==> config.mk <==
export PLATFORM = sky130hd
export DESIGN_NAME = op_integrator
export DESIGN_NICKNAME = d
export VERILOG_FILES = /design/src/rtl/op_integrator.sv
export SDC_FILE = /design/constraint.sdc
export NUM_CORES = 1
export LEC_CHECK = 0
export CORE_ASPECT_RATIO = 0.75
export CORE_MARGIN = 2
export CORE_UTILIZATION = 55
export DETAILED_ROUTE_END_ITERATION = 8
export PLACE_DENSITY = 0.83
export SYNTH_ARGS = -nofsm -noshare
export SYNTH_HDL_FRONTEND = slang
export SYNTH_SLANG_ARGS = --single-unit
export TNS_END_PERCENT = 100
==> constraint.sdc <==
create_clock -name clk -period 3 [get_ports clk]
set_input_delay 0.45 -clock clk [delete_from_list [all_inputs] [get_ports clk]]
set_output_delay 0.45 -clock clk [all_outputs]
set_load 0.005 [all_outputs]
==> src/rtl/op_integrator.sv <==
// ----------------------------------------------------------------------------
// op_integrator
// Integrator half of a CIC delta-sigma decimator. Three cascaded wrap-around
// accumulators run at the modulator bit rate. On every frame-clock rising edge
// the third accumulator is handed to the downstream comb stage.
//
// Ports
//   clk        in   1      system clock, all logic on its rising edge
//   rst_n      in   1      asynchronous active-low reset
//   mod_clk    in   1      modulator bit clock (synchronous to clk); sample on rise
//   din        in   1      modulator bit: 1 -> +1, 0 -> -1
//   lr_clk     in   1      frame clock (synchronous to clk); capture on rise
//   out        out  WIDTH  captured third-integrator value, held between frames
//   out_valid  out  1      one-cycle pulse in the cycle after out is updated
// ----------------------------------------------------------------------------
module op_integrator #(
    parameter int WIDTH         = 24,
    parameter int SETTLE_FRAMES = 3
) (
    input  logic             clk,
    input  logic             rst_n,
    input  logic             mod_clk,
    input  logic             din,
    input  logic             lr_clk,
    output logic [WIDTH-1:0] out,
    output logic             out_valid
);

    localparam int CNT_W = (SETTLE_FRAMES < 2) ? 1 : $clog2(SETTLE_FRAMES + 1);
    localparam logic [CNT_W-1:0] CNT_LAST =
        CNT_W'((SETTLE_FRAMES > 0) ? (SETTLE_FRAMES - 1) : 0);
    // With no warm-up frames requested the very first capture is live.
    localparam logic NO_SETTLE = (SETTLE_FRAMES == 0) ? 1'b1 : 1'b0;

    typedef enum logic [0:0] {
        ST_WARMUP = 1'b0,
        ST_RUN    = 1'b1
    } state_e;

    // Map a modulator bit to a sign-extended +1 / -1 step.
    function automatic logic [WIDTH-1:0] bit_to_step(input logic b);
        logic [WIDTH-1:0] step;
        if (b) begin
            step = {{(WIDTH-1){1'b0}}, 1'b1};
        end else begin
            step = {WIDTH{1'b1}};
        end
        return step;
    endfunction

    logic             mod_prev_q, mod_prev_d;
    logic             lr_prev_q,  lr_prev_d;
    logic [WIDTH-1:0] int1_q, int1_d;
    logic [WIDTH-1:0] int2_q, int2_d;
    logic [WIDTH-1:0] int3_q, int3_d;
    logic [WIDTH-1:0] out_q, out_d;
    logic             out_valid_q, out_valid_d;
    logic [CNT_W-1:0] frame_cnt_q, frame_cnt_d;
    state_e           state_q, state_d;

    logic             mod_ce_s;
    logic             lr_edge_s;
    logic             settled_s;
    logic [WIDTH-1:0] x_s;

    // Edge detection and input mapping.
    always_comb begin
        mod_ce_s   = mod_clk & ~mod_prev_q;
        lr_edge_s  = lr_clk & ~lr_prev_q;
        settled_s  = (state_q == ST_RUN) | NO_SETTLE;
        x_s        = bit_to_step(din);
        mod_prev_d = mod_clk;
        lr_prev_d  = lr_clk;
    end

    // Integrator pipeline: each stage adds the previous-cycle value of the stage
    // before it, so a new sample reaches int3 on the third mod_ce. Wrap is
    // intentional; the comb stage cancels it.
    always_comb begin
        int1_d = int1_q;
        int2_d = int2_q;
        int3_d = int3_q;
        if (mod_ce_s) begin
            int1_d = int1_q + x_s;
            int2_d = int2_q + int1_q;
            int3_d = int3_q + int2_q;
        end else begin
            int1_d = int1_q;
            int2_d = int2_q;
            int3_d = int3_q;
        end
    end

    // Output capture uses the pre-update int3, so a coincident mod_ce is neither
    // lost nor double-counted.
    always_comb begin
        out_d       = out_q;
        out_valid_d = lr_edge_s;
        if (lr_edge_s) begin
            if (settled_s) begin
                out_d = int3_q;
            end else begin
                out_d = {WIDTH{1'b0}};
            end
        end else begin
            out_d = out_q;
        end
    end

    // Settle FSM: stay in warm-up until the last warm-up frame edge; that edge
    // still captures zero because settled_s reflects the current state.
    always_comb begin
        state_d     = state_q;
        frame_cnt_d = frame_cnt_q;
        case (state_q)
            ST_WARMUP: begin
                if (lr_edge_s) begin
                    frame_cnt_d = frame_cnt_q + CNT_W'(1);
                    if (frame_cnt_q == CNT_LAST) begin
                        state_d = ST_RUN;
                    end else begin
                        state_d = ST_WARMUP;
                    end
                end else begin
                    state_d = ST_WARMUP;
                end
            end
            ST_RUN: begin
                state_d = ST_RUN;
            end
            default: begin
                state_d     = ST_WARMUP;
                frame_cnt_d = {CNT_W{1'b0}};
            end
        endcase
    end

    // State registers.
    always_ff @(posedge clk or negedge rst_n) begin
        if (!rst_n) begin
            mod_prev_q  <= 1'b0;
            lr_prev_q   <= 1'b0;
            int1_q      <= {WIDTH{1'b0}};
            int2_q      <= {WIDTH{1'b0}};
            int3_q      <= {WIDTH{1'b0}};
            out_q       <= {WIDTH{1'b0}};
            out_valid_q <= 1'b0;
            frame_cnt_q <= {CNT_W{1'b0}};
            state_q     <= ST_WARMUP;
        end else begin
            mod_prev_q  <= mod_prev_d;
            lr_prev_q   <= lr_prev_d;
            int1_q      <= int1_d;
            int2_q      <= int2_d;
            int3_q      <= int3_d;
            out_q       <= out_d;
            out_valid_q <= out_valid_d;
            frame_cnt_q <= frame_cnt_d;
            state_q     <= state_d;
        end
    end

    assign out       = out_q;
    assign out_valid = out_valid_q;

endmodule
==> impl_results.md, run 1 <==
* Sequential area share after synthesis at 32.9%
* Post-DP HPWL at 14.5 mm
* Crit start category: flip-flop
* Grt met1 use at 38.3%
* Chip height at 107 µm
* GRT Total Usage at 26.8%
* Detail Route Antenna Nets at 0
* DRT iter0 DRCs at 634
* Fin util at 65.0%
* Avg Cell Area, Syn at 8.29 µm²
* Worst skew pair latency at 0.35 ns
* #FFs+latches synth at 102
* Synth Area in Compound Gates at 23.6%
* Syn Std Cell Area at 0.00775 mm²
* Critical path's largest stage delay at 0.46 ns
* Clk_skew at 0.0105 ns
* Slew Viols, Final at 0
* Mapped Cells at 934
* Worst vdd ir at 0.583 mV
* DRT Pass-1 Iters at 5
* Static leakage at 4.11 nW
* Adder-Cell Fraction of Synth Area at 11.9%
* Row count at 37
* Crit path kind: flip-flop to flip-flop
* Crit path arrival time at 2.98 ns
* Nets at 1,072
* Clk pwr share at 10.9%
* RSZ-0062 raised after global routing: no
* Sw frac at 47.6%
* Initial antenna violation count at 0
* Max Fanout on Critical Path at 5
* Total Die Area at 0.0151 mm²
* Layout cells sized above 1 at 11.3%
* Grt peak-use layer: met2
* Post-synthesis mux area share at 1.26%
* P_int at 5.80 mW
* Starting Density at 56.3%
* First-pass GRT wire length at 33.1 mm
* TritonCTS clock tree: built
* Met2 GRT Util at 43.2%
* Worst EP required at 3.24 ns
* Sw power at 5.28 mW
* IO Port Bufs at 29
* Worst-margin pin slew at 0.880 ns
* Clock Tree Buf Depth at 2
* Worst hold-check path type: flip-flop to flip-flop
* Max H-tree Level at 3
* Crit path time final at 2.74 ns
* Hold Path Stages at 2
* Worst Reg2Reg Path Length in Cells at 8
* Pin count of the biggest net entering global routing at 53
* Hold Vio Cnt, Final at 0
* Top FF cell, synth: dfrtp_1
* Total number of vias at 7,278
* Final Total Pwr at 11.1 mW
* P per Cell Area at 1240 mW/mm²
* ANT cells at 0
* Reg clk slew, reported paths at 0.08 ns
* Core region area at 0.0137 mm²
* WL/cell at 16.7 µm
* Max_cap viols at 0
* Largest family of logic cells by synthesized area: compound AO/OA/AOI/OAI gates
* Die X at 141 µm
* Yosys top cell by area: dfrtp_1
* Comb pwr share at 65.0%
* Slew headroom at 41.4%
* Routed vias/inst at 6.19
* Distinct cells, synth at 78
* GRT overflow at 0
* XOR/XNOR share of the synthesized area at 4.52%
* Ports at 30
* CTS Buf Count at 9
* Root buffer cell: clkbuf_16
* Syn_nets at 1,011
* # setup viols final at 0
* Worst path slowest cell: dfrtp_1
* Fmax at 0.365 GHz
* Met3 Usage GRT at 5.00%
* Status: complete, no violations
* Vias in the first global route at 6,910
* Crit. End Element: flip-flop
* Simple-gate area share of the yosys netlist at 22.2%
* Largest cells by area after synthesis: dfrtp_1 (33%), ha_1 (11%), nand2_1 (8.3%)
* Post-synth top area share at 32.9%
* Synthesis-to-layout area growth at 15.4%
* Most frequent cell after synthesis: nand2_1
* Critical path cell sequence: ha_1 -> fa_1 -> a21oi_1 -> o211ai_1 -> a211oi_1 -> nor2_1 -> a211o_1 -> o311ai_0
* Fin crit share at 91.2%
* Commonest cells post-synth: nand2_1 (171), dfrtp_1 (102), o21ai_0 (74)
* DRC violations left at 0
* GP Congestion at 0.971
* Ys Warns at 0
* Number of flops mapped to enable cells by yosys at 0
* Ys async rst share at 100%
* Reg power frac at 24.1%
* CTS Sinks at 102
* Wire length after detailed routing at 19.6 mm
==> power groups by stage <==
stage	Clock (mW)	Sequential, mW	Combinational (mW)
global placement	0	2.66	6.81
global route	1.26	2.76	8.01
detailed placement	0	2.68	6.99
finish	1.20	2.67	7.21
floorplan	0	2.44	5.08
CTS	1.22	2.66	7.07
==> critical path: cells and delay by family (launching register included) <==
kind	cells	cell delay [ns]
AO/OA/AOI/OAI	5	1.26
AND/OR/NAND/NOR	1	0.21
adder cells (fa/ha/maj)	2	0.69
flip-flops	1	0.46
==> layout make-up <==
cell class	count	area [µm²]
Clock buffer	9	225
Clock inverter	7	75.1
Fill cell	1147	4810
Inverter	15	60.1
Multi-Input combinational cell	766	4950
Sequential cell	102	2550
Tap cell	175	219
Timing Repair Buffer	101	858
==> stage by stage <==
step	hold WS [ns]	cell area, µm²	setup WS, ns	cells	TNS (ns)
after floorplan	0.154	7750	0.363	934	0
after global placement	0.333	8590	-0.202	1157	-0.675
after detailed placement	0.334	8590	-0.284	1157	-1.59
after CTS	0.472	8900	0.0893	1174	0
after global routing	0.496	8940	0.0678	1175	0
final	0.467	8940	0.264	1175	0
==> metal layers <==
| metal | vias to the layer above | part of all wire (%) |
|---|---|---|
| li1 | 3552 | - |
| met4 | 0 | 1.0 |
| met2 | 242 | 45 |
| met1 | 3463 | 47 |
| met3 | 21 | 6.8 |
| met5 | - | 0 |
==> logic make-up (layout without fill, tap and decap cells) <==
| family | Yosys count | after routing |
|---|---|---|
| xor+xnor | 40 | 40 |
| mux | 9 | 9 |
| flops | 102 | 102 |
| buf+inv | 66 | 132 |
| fa+ha+maj | 72 | 72 |
| compound gates | 279 | 279 |
| simple gates | 366 | 366 |
==> layout by cell type (no fill, tap or decap), types with 6 or more instances in the layout <==
cell / n
o211ai_1: 11
nand2_1: 171
o21a_1: 11
a211oi_1: 14
o21ai_0: 74
nor3_1: 15
o31ai_1: 8
a31oi_1: 7
and3_1: 10
nor3b_1: 7
xnor2_1: 23
clkdlybuf4s50_1: 27
nand4_1: 18
clkbuf_16: 9
dfrtp_1: 102
mux2i_1: 6
xor2_1: 17
a21oi_1: 72
o21bai_1: 7
ha_1: 68
or3_1: 6
inv_1: 13
nand3_1: 50
buf_4: 70
nor2_1: 47
a21o_1: 20
==> flip-flops by register name, summed over array words and instances, names as in the netlist <==
register     cells
out             24
frame_cnt_q      2
int1_q          24
lr_prev_q        1
mod_prev_q       1
settled_s        1
int3_q          24
out_valid        1
int2_q          24
==> path summary, 6_finish.rpt <==
path / start / endpoint / slack [ns]
max reg2reg: int1_q[0] / int2_q[22] / 0.26
min in group asynchronous: rst_n / int1_q[0] / 0.50
max in group asynchronous: rst_n / out_valid / 1.79
max: int1_q[0] / int2_q[22] / 0.26
min: out[4] / out[4] / 0.47
min reg2reg: out[4] / out[4] / 0.47
==> repair_timing <==
action                                  CTS  global route
hold buffers                              1             0
buffers inserted                          0             1
endpoints found under the hold margin    15             0
gates resized for setup                   0             3
endpoints found under the setup margin    0             4
Note: power is estimated with default switching activity, not from simulation.
==> run 2, diff against run 1 <==
Settings changed: CAP_MARGIN set to 20, SKIP_CTS_REPAIR_TIMING set to 1.
==> run 2 against run 1 <==
Against the previous run: design area stayed put; non-clock buffer count did not move; setup slack worse by 0.014 ns; sequential cell count stayed put; clock power is essentially flat; combinational power is essentially flat; clock skew decreased by 0.0015 ns; global-route usage about the same; critical endpoint unchanged.
==> impl_results.md, run 2 (synthesis results as in run 1) <==
* Worst Reg2Reg Path Length in Cells at 8 (unchanged)
* Vias in the first global route at 6,902 (-0.12%)
* First-pass GRT wire length at 33.1 mm (about the same)
* CTS Buf Count at 9 (unchanged)
* Nets at 1,072 (unchanged)
* # setup viols final at 0 (unchanged)
* Met2 WL at 8.78 mm (-0.87%)
* RSZ-0062 raised after global routing: no
* Fmax at 0.364 GHz (-0.51%)
* Post-DP HPWL at 14.5 mm (unchanged)
* Most common cell after layout, fill and taps aside: nand2_1
* Max_cap viols at 0 (unchanged)
* Worst hold slack at 0.467 ns (-0.0000340 ns)
* Commonest non-fill, non-tap cells in the layout: nand2_1 (171), dfrtp_1 (102), o21ai_0 (74)
* Critical path capture point: int2_q[22]
* P per Cell Area at 1240 mW/mm² (about the same)
* Clk pwr share at 10.8% (about the same)
* Slew headroom at 42.5% (+1.1 points)
* R2R setup slack at 0.25 ns (about the same)
* Crit path kind: flip-flop to flip-flop
* Synthesis-to-layout area growth at 15.4% (unchanged)
* Row count at 37 (unchanged)
* DR top layer: met4
* Status: complete, no violations
* Hold Vio Cnt, Final at 0 (unchanged)
* Ports at 30 (unchanged)
* Reg power frac at 24.1% (about the same)
* Total number of vias at 7,247 (-0.43%)
* Crit path time final at 2.75 ns (+0.0139 ns)
* Root buffer cell: clkbuf_16
* Routed vias/inst at 6.17 (-0.43%)
* Max H-tree Level at 3 (unchanged)
* Fin crit share at 91.7% (+0.46 points)
* Setup ws final at 0.250 ns (-0.0139 ns)
* Initial antenna violation count at 0 (unchanged)
* Starting Density at 56.3% (unchanged)
* Max Fanout on Critical Path at 5 (unchanged)
* WL/cell at 16.7 µm (about the same)
* Final Total Pwr at 11.1 mW (about the same)
* Clock Tree Buf Depth at 2 (unchanged)
* Detail Route Antenna Nets at 0 (unchanged)
* Final Non-Filler Cells at 1,175 (unchanged)
* M1 WL at 9.34 mm (+1.1%)
* Reg2Reg Launch Point: int1_q[0]
* Chip height at 107 µm (unchanged)
* Static leakage at 4.11 nW (unchanged)
* Total Die Area at 0.0151 mm² (unchanged)
* Sw frac at 47.6% (about the same)
* Placed cells at 1,157 (unchanged)
* GP Congestion at 0.971 (unchanged)
* CTS Sinks at 102 (unchanged)
* Crit start category: flip-flop
* Worst vdd ir at 0.584 mV (+0.12%)
* Pre-CTS WS at -0.284 ns (unchanged)
* Worst EP required at 3.24 ns (about the same)
* Hold path start: out[4]
* Crit. End Element: flip-flop
* Slew Viols, Final at 0 (unchanged)
* P_int at 5.81 mW (about the same)
* Die X at 141 µm (unchanged)
* Reg clk slew, reported paths at 0.08 ns (about the same)
* DRC violations left at 0 (unchanged)
* Comb pwr share at 65.1% (about the same)
* Pin count of the biggest net entering global routing at 53 (unchanged)
* Worst hold-check path type: flip-flop to flip-flop
* DRT Pass-1 Iters at 5 (unchanged)
* DRT iter0 DRCs at 616 (-2.8%)
* Wire length after detailed routing at 19.6 mm (about the same)
* Crit path arrival time at 2.99 ns (about the same)
* GRT overflow at 0 (unchanged)
* Setup crit start: int1_q[0]
* GRT Total Usage at 26.8% (about the same)
* Sw power at 5.28 mW (about the same)
* TritonCTS clock tree: built
* Fin util at 65.0% (unchanged)
* Layout cells sized above 1 at 11.3% (unchanged)
* Core region area at 0.0137 mm² (unchanged)
* ANT cells at 0 (unchanged)
* Worst skew pair latency at 0.36 ns (about the same)
* IO Port Bufs at 29 (unchanged)
* Met3 wire length at 1.29 mm (-3.6%)
* Clk_skew at 0.00894 ns (-0.00153 ns)
* Worst-margin pin slew at 0.863 ns (-0.0170 ns)
* R2R Path End: int2_q[22]
[run 2: cell counts in the layout (fill, tap and decap cells not counted)]
No cell type changed its count.
[run 2: worst min path at each step]
stage	endpoint	slack (ns)	depth (start not counted)
5_1_grt	out[22]	0.50	2
3_5_place_dp	int1_q[0]	0.33	1
2_1_floorplan	frame_cnt_q[0]	0.15	0
4_1_cts	int1_q[0]	-0.04	1
3_3_place_gp	int1_q[0]	0.33	1
6_report	out[4]	0.47	2
[run 2: layout make-up]
class                           count  area [µm²]
Clock buffer                        9         225
Clock inverter                      7        75.1
Fill cell                        1147        4810
Inverter                           15        60.1
Multi-Input combinational cell    766        4950
Sequential cell                   102        2550
Tap cell                          175         219
Timing Repair Buffer              101         858
[run 2: worst max-delay path, stage by stage, from the launching register on]
cell and delay [ns]:
dfrtp_1 0.46, ha_1 0.27, fa_1 0.42, a21oi_1 0.25, o211ai_1 0.19, a211oi_1 0.44, nor2_1 0.21, a211o_1 0.29
o311ai_0 0.10
[run 2: per-stage QoR]
step           TNS [ns]  instance area, µm²
3_5_place_dp      -1.59                8590
5_1_grt               0                8940
6_report              0                8940
3_3_place_gp     -0.675                8590
2_1_floorplan         0                7750
4_1_cts               0                8890
[run 2: power groups by stage]
stage / Clock [mW] / Sequential [mW] / Combinational (mW)
after CTS: 1.22 / 2.66 / 7.07
after detailed placement: 0 / 2.68 / 6.99
after global placement: 0 / 2.66 / 6.81
after global routing: 1.26 / 2.76 / 8.01
final: 1.20 / 2.67 / 7.21
after floorplan: 0 / 2.44 / 5.08
[run 2: layer usage]
layer	track usage, %	vias to the layer above
li1	-	3545
met1	38.3	3447
met2	43.2	232
met3	5.00	23
met4	5.00	0
met5	0	-
==> run 3, diff against run 2 <==
Settings changed: SKIP_CTS_REPAIR_TIMING 1 to not set.
==> results of run 3 <==
No change in the layout: final DEF, timing and power equal those of run 1.
